`src/rtl/dt_share_ctrl.sv`:
```
// Round-robin owner arbiter for the shared 4-digit display driver.
// Grants one requester at a time with a guaranteed minimum hold.
module dt_share_ctrl #(
  parameter int unsigned HOLD_CYCLES = 48000000,
  parameter logic [15:0] IDLE_VAL    = 16'h0000
) (
  input  logic        clk,
  input  logic        rst_n,
  input  logic [2:0]  req,
  input  logic [15:0] data0,
  input  logic [15:0] data1,
  input  logic [15:0] data2,
  output logic [2:0]  grant,
  output logic        owner_valid,
  output logic        switch_pulse,
  output logic [3:0]  num1,
  output logic [3:0]  num2,
  output logic [3:0]  num3,
  output logic [3:0]  num4
);

  typedef enum logic {IDLE, OWN} state_t;

  localparam logic [31:0] HOLD_LD = 32'(HOLD_CYCLES - 1);

  state_t      state, state_n;
  logic [1:0]  own, own_n;
  logic [1:0]  ptr, ptr_n;
  logic [31:0] hold, hold_n;
  logic [2:0]  grant_n;
  logic        pulse_n;
  logic [15:0] disp, disp_n;

  logic [2:0]  cand, pick;
  logic [1:0]  pick_idx;
  logic        pick_ok, take, expired;
  logic [15:0] own_data, pick_data;

  function automatic logic [2:0] rr_pick(
    input logic [2:0] r,
    input logic [1:0] p
  );
    logic [2:0] g;
    case (p)
      2'd1:    g = r[1] ? 3'b010 : r[2] ? 3'b100 :
                   r[0] ? 3'b001 : 3'b000;
      2'd2:    g = r[2] ? 3'b100 : r[0] ? 3'b001 :
                   r[1] ? 3'b010 : 3'b000;
      default: g = r[0] ? 3'b001 : r[1] ? 3'b010 :
                   r[2] ? 3'b100 : 3'b000;
    endcase
    return g;
  endfunction

  function automatic logic [1:0] idx_of(input logic [2:0] g);
    logic [1:0] i;
    unique case (1'b1)
      g[1]:    i = 2'd1;
      g[2]:    i = 2'd2;
      default: i = 2'd0;
    endcase
    return i;
  endfunction

  function automatic logic [15:0] sel_data(input logic [1:0] i,
    input logic [15:0] d0, input logic [15:0] d1,
    input logic [15:0] d2);
    logic [15:0] d;
    case (i)
      2'd0:    d = d0;
      2'd1:    d = d1;
      default: d = d2;
    endcase
    return d;
  endfunction

  // The current owner never competes against itself at expiry.
  always_comb begin
    cand    = (state == OWN) ? (req & ~grant) : req;
    pick    = rr_pick(cand, ptr);
    pick_ok = |pick;
    pick_idx = idx_of(pick);
    expired = (hold == 32'd0);
    take    = pick_ok && (state == IDLE || expired);
    state_n = state;
    unique case (state)
      IDLE: if (pick_ok) state_n = OWN;
      OWN:  if (expired && !pick_ok && !req[own])
              state_n = IDLE;
      default: state_n = IDLE;
    endcase
  end

  always_comb begin
    own_data  = sel_data(own, data0, data1, data2);
    pick_data = sel_data(pick_idx, data0, data1, data2);
    grant_n = grant;
    own_n   = own;
    ptr_n   = ptr;
    hold_n  = hold;
    pulse_n = 1'b0;
    disp_n  = disp;
    if (take) begin
      grant_n = pick;
      own_n   = pick_idx;
      ptr_n   = (pick_idx == 2'd2) ? 2'd0 : pick_idx + 2'd1;
      hold_n  = HOLD_LD;
      pulse_n = 1'b1;
      disp_n  = pick_data;
    end else if (state == OWN) begin
      if (!expired) hold_n = hold - 32'd1;
      if (state_n == IDLE) begin
        grant_n = 3'b000;
        disp_n  = IDLE_VAL;
      end else if (req[own]) begin
        disp_n = own_data;
      end
    end
  end

  always_ff @(posedge clk) begin
    if (!rst_n) begin
      state        <= IDLE;
      own          <= 2'd0;
      ptr          <= 2'd0;
      hold         <= 32'd0;
      grant        <= 3'b000;
      owner_valid  <= 1'b0;
      switch_pulse <= 1'b0;
      disp         <= IDLE_VAL;
    end else begin
      state        <= state_n;
      own          <= own_n;
      ptr          <= ptr_n;
      hold         <= hold_n;
      grant        <= grant_n;
      owner_valid  <= |grant_n;
      switch_pulse <= pulse_n;
      disp         <= disp_n;
    end
  end

  assign num1 = disp[15:12];
  assign num2 = disp[11:8];
  assign num3 = disp[7:4];
  assign num4 = disp[3:0];

endmodule

```
`config.mk`:
```
export PLATFORM = sky130hd
export DESIGN_NAME = dt_share_ctrl
export DESIGN_NICKNAME = d
export VERILOG_FILES = /design/src/rtl/dt_share_ctrl.sv
export SDC_FILE = /design/constraint.sdc
export NUM_CORES = 1
export LEC_CHECK = 0
export ABC_CLOCK_PERIOD_IN_PS = 3350
export CAP_MARGIN = 0
export CORE_MARGIN = 10
export CORE_UTILIZATION = 53
export CTS_BUF_LIST = sky130_fd_sc_hd__clkbuf_8
export CTS_CLUSTER_SIZE = 24
export DETAILED_ROUTE_END_ITERATION = 7
export HOLD_SLACK_MARGIN = 0.1
export PLACE_DENSITY_LB_ADDON = 0.15
export SETUP_SLACK_MARGIN = 0.1
export SLEW_MARGIN = 20
export SYNTH_ARGS = -nofsm -noshare
export SYNTH_HDL_FRONTEND = slang
export SYNTH_SLANG_ARGS = --single-unit
```
`constraint.sdc`:
```
create_clock -name clk -period 3.35 [get_ports clk]
set_clock_uncertainty 0.15 [all_clocks]
set_input_delay 0.67 -clock clk [delete_from_list [all_inputs] [get_ports clk]]
set_output_delay 0.67 -clock clk [all_outputs]
set_load 0.02 [all_outputs]
```
### After elaboration in Yosys (flattened, before gate mapping)

Index checks and enable logic that the tools add are counted.

* flip-flop bits (word level): 58
* bits in latches: 0
* RAM bits: 0
* bits in read-only memories: 0
* input port bits: 53
* output and inout port bits: 21
* logic and storage cells: 71
* memories kept: 0

* $add $sub $neg: 2
* multiply operators: 0
* div/mod/pow operators: 0
* magnitude comparators: 1
* eq/ne operators: 7
* shift operators: 0
* mux-type cells: 31
* bitwise operators: 5
* reduce and logical (&&, ||, !) cells: 16

Operator list (count)
* $mux W26: 3
* $mux W16: 4
* $pmux W16 S2: 2
* $logic_not A32 Y1: 1
* $sub A32 B1 Y32 const B: 1
* $mux W3: 10
* $eq A2 B1 Y1 const B: 3
* $mux W2: 3
* $pmux W3 S2: 1
* $reduce_and A2 Y1: 3
* $reduce_or A3 Y1: 2
* $mux W1: 5
* $eq A2 B2 Y1 const B: 2
* $logic_not A2 Y1: 2
* $pmux W2 S2: 1
* $and A3 B3 Y3: 1
* $logic_and A1 B1 Y1: 3
* $lt A2 B3 Y1 const B: 1
* $ne A3 B1 Y1 const B: 1
* $not A1 Y1: 3
* $not A3 Y3: 1
* $add A2 B1 Y2 const B: 1
* $bmux W1 S2: 1
* $logic_not A1 Y1: 2
* other kinds (5): 5

### Longest topological paths before layout

* depth after elaboration: 17
* gate-level depth with buffers: 10
* depth with buffers taken out: 8

### Worst setup path after synthesis

Ideal clock, no wire load.

* path kind: input port to flip-flop
* start: input req[1]
* end: register disp[10]
* arrival: 2542 ps
* data required time: 3126 ps
* setup slack: 584 ps
* stages on the path: 7
* path buffers: 1
* cell sequence: o21bai_1 -> nand3_1 -> a211oi_1 -> clkbuf_1 -> a221oi_1 -> or3_1 -> a31oi_1

* word-level cells in the longest chain between the ends: 15
* elaborated cells between the ends (all ways): 30
* those cells by class: 2 x eq/ne; 18 x mux; 1 x bitwise; 9 x reduce/logical

RTL lines
* from (decl): line 9 `input logic [2:0] req,`
* $and A3 B3 Y3: line 79 `cand = (state == OWN) ? (req & ~grant) : req;`
* $mux W3: line 79
* $mux W2: line 48 `r[1] ? 3'b010 : 3'b000;`
* $mux W2: line 47 `2'd2: g = r[2] ? 3'b100 : r[0] ? 3'b001 :`
* $mux W3: line 47
* $pmux W3 S2: line 44 `case (p)`
* $reduce_or A3 Y1: line 81 `pick_ok = |pick;`
* $logic_not A1 Y1: line 88 `OWN: if (expired && !pick_ok && !req[own])`
* $logic_and A1 B1 Y1 (2 in series): line 88
* $mux W1: line 88
* $pmux W1 S2: line 86 `unique case (state)`
* $mux W16: line 112 `if (state_n == IDLE) begin`
* $mux W16: line 110 `end else if (state == OWN) begin`
* $mux W16: line 103 `if (take) begin`
* to (signal assigned): line 139 `disp <= disp_n;`
* to (decl): line 32 `logic [15:0] disp, disp_n;`

Parallel ways exist; a longest one is shown, timed or not. The select of a mux whose other input is x is not followed.
A chain may end at the register's enable or synchronous reset.

### Worst setup path after layout

* start: register hold[8]
* end: register disp[4]

* word-level cells in the longest chain between the ends: 8
* elaborated cells between the ends (all ways): 13
* those cells by class: 1 x eq/ne; 5 x mux; 7 x reduce/logical

RTL lines
* from (decl): line 29 `logic [31:0] hold, hold_n;`
* from (signal assigned): line 135 `hold <= hold_n;`
* $logic_not A32 Y1 *: line 83 `expired = (hold == 32'd0);`
* $logic_and A1 B1 Y1 (2 in series): line 88
* $mux W1: line 88
* $pmux W1 S2: line 86
* $mux W16: line 112
* $mux W16: line 110
* $mux W16: line 103

Mark *: on every way between the ends. The rest lies on a longest branch, timed or not. The select of a mux whose other input is x is not followed.

==> impl_metrics.yaml <==
outcome:
  status: "complete, no violations"
timing:
  max_freq_mhz: 333
  hold_viol: 0
  period_share_pct: 89.7
  rsz0062_at_grt: "no"
  tightest_slew_ps: 648
  finalCriticalPeriod_ps: 3000
  setup_viol: 0
  report.final.slew_viol_count: 0
  slew_headroom_pct: 56.8
  finalSetupTns_ps: 0
drt:
  route.detailed.drc: 0
  viasPerCell: 6.06
  drtAntennaViolNets: 0
  routed_wl_mm: 10.6
  detail_route.first_pass.iterations: 4
  drt_iter0_drc: 207
  wl_per_cell_um: 17.5
  vias: 3674
placement:
  place_area_mm2: 0.00442
  gp_congestion: 1.00
  io_buffer_count: 73
  dpl.hpwl_mm: 7.56
power:
  ir_drop_uv: 420
  power.density_mw_per_mm2: 536
  p_leak_nw: 1.62
synthesis:
  avgSynthCellArea_um2: 7.89
  ys_async_sr_fraction_pct: 0
  synthTopCellsByArea: "dfxtp_1, o21ai_0, mux2i_1"
  synth_top_area_cell: "dfxtp_1"
  synth_top_area_share_pct: 32.4
  synthCells: 454
  yosysWarnings: 0
  ys_types: 54
  synth_nets: 511
  synth-edff-count: 0
  ys.flop_type: "dfxtp_1"
  yosysSeqAreaShare_pct: 32.4
  synth_seq_cells: 58
  syn_area_mm2: 0.00358
clock_tree:
  cts_setup_buffers: 0
  clkTransAtPathRegs_ps: 70
  htree_levels: 3
  cts_tree: "done"
  clock_latency_ps: 340
  cts.sinks: 58
  numCtsBuffers: 9
  cts_root_buf: "clkbuf_8"
  clock_path_buffers: 2
  hold_buffers: 0
  post_cts_resized: 0
setup_path:
  crit_end: "disp[4]"
  crit_arrival_ps: 3070
  r2r-end: "disp[4]"
  crit_start: "hold[8]"
  end_kind: "flip-flop"
  worst-r2r-setup-slack_ps: 350
  worstReg2RegStart: "hold[8]"
  reg2reg_depth: 6
  critPathMaxFanout: 16
  cp.required_ps: 3420
  cp-start-kind: "flip-flop"
  critPathKind: "reg -> reg"
min_path:
  hold_path.class: "reg -> reg"
layout:
  layout_common_cells: "clkdlybuf4s50_1, dfxtp_1, nor2_1, o21ai_0, nand2_1"
  nets: 581
  drive_gt1_share_pct: 9.83
  multiInputGateArea_mm2: 0.00224
  area_delta_synth_final_pct: 29.0
  final_common_cell: "clkdlybuf4s50_1"
  final-seq-area_mm2: 0.00116
  diodes: 0
  nFillCells: 513
  stdcell_area_mm2: 0.00462
global_route:
  grt_pass1_wl_mm: 16.9
  antenna_found_initial: 0
  grt_overflow_total: 0
  grt_max_degree: 34
  grt_usage_pct: 20.0
  grt_pass1_vias: 3504
floorplanning:
  start_util_pct: 55.4
  fp.dieW_um: 102
  num_rows: 29
  core_area_mm2: 0.00646
  die_h_um: 102
  design.portCount: 74
  die_area_mm2: 0.0104
flow_run:
  drv_cap: 0
[report_power, final]
group | switching [W] | total [W] | internal, W
Clock | 0.000295 | 0.000658 | 0.000363
Combinational | 0.000513 | 0.000939 | 0.000425
Sequential | 0.0000827 | 0.000879 | 0.000796
[sequential cells by signal, indices dropped and copies added, names as in the netlist]
signal and flops:
owner_valid 1, ptr 2, disp 16, own 2, grant 3, state 1
hold 32, switch_pulse 1
[cell usage after synthesis (16+ instances only)]
cell type and instances:
dfxtp_1 58, nor2_1 44, o21ai_0 38, nand2_1 28, or3_1 23, clkbuf_1 21, nand3_1 21, a31oi_1 19
nor3_1 19, mux2i_1 18, a221oi_1 16, and2_1 16
[through the flow]
step,power [W],cells,hold WS (ps),utilization (%),worst slack [ps]
CTS,0.00249,606,332,71.5,365
floorplan,0.00147,454,294,-,584
global placement,0.00180,590,311,68.4,384
detailed placement,0.00182,590,314,68.4,351
finish,0.00248,606,335,71.5,345
global route,0.00261,606,357,71.5,189
[worst max-delay path, cell delays in order (launching register included)]
cell and delay (ps):
dfxtp_1 360, or4_4 570, or4_4 630, or3_1 470
a21o_1 430, nand3_1 190, a31oi_1 90
[layer usage]
| layer | up-vias | share of wire, % | track usage, % |
|---|---|---|---|
| li1 | 1821 | - | - |
| met1 | 1695 | 42 | 24.7 |
| met2 | 143 | 48 | 33.5 |
| met3 | 15 | 8.0 | 4.52 |
| met4 | 0 | 1.5 | 6.83 |
| met5 | - | 0 | 0 |
[cells by family after synthesis]
family / Yosys count / synth area share (%)
adders and majority gates: 4 / 1.40
AOI/OAI and AO/OA: 122 / 23.2
DFF: 58 / 32.4
muxes: 18 / 5.03
and+or+nand+nor: 194 / 28.9
buffers and inverters: 42 / 5.17
xor gates and xnor gates: 16 / 3.91
[area by class of cell]
cell class | instances | share of cell area [%]
flip-flops and latches | 58 | 25.1
well taps | 77 | 2.09
clock inverters | 6 | 1.44
multi-input cells | 354 | 48.5
inverters | 9 | 0.731
clock buffers | 10 | 2.98
repair buffers | 92 | 19.2
[how the worst min path moves through the flow]
stage | start | end | cells past startpoint
3_5_place_dp | hold[11] | hold[11] | 1
2_1_floorplan | hold[11] | hold[11] | 1
5_1_grt | hold[20] | hold[20] | 1
3_3_place_gp | hold[20] | hold[20] | 1
6_report | hold[11] | hold[11] | 1
4_1_cts | hold[11] | hold[11] | 1
(Power assumes the default switching activity.)
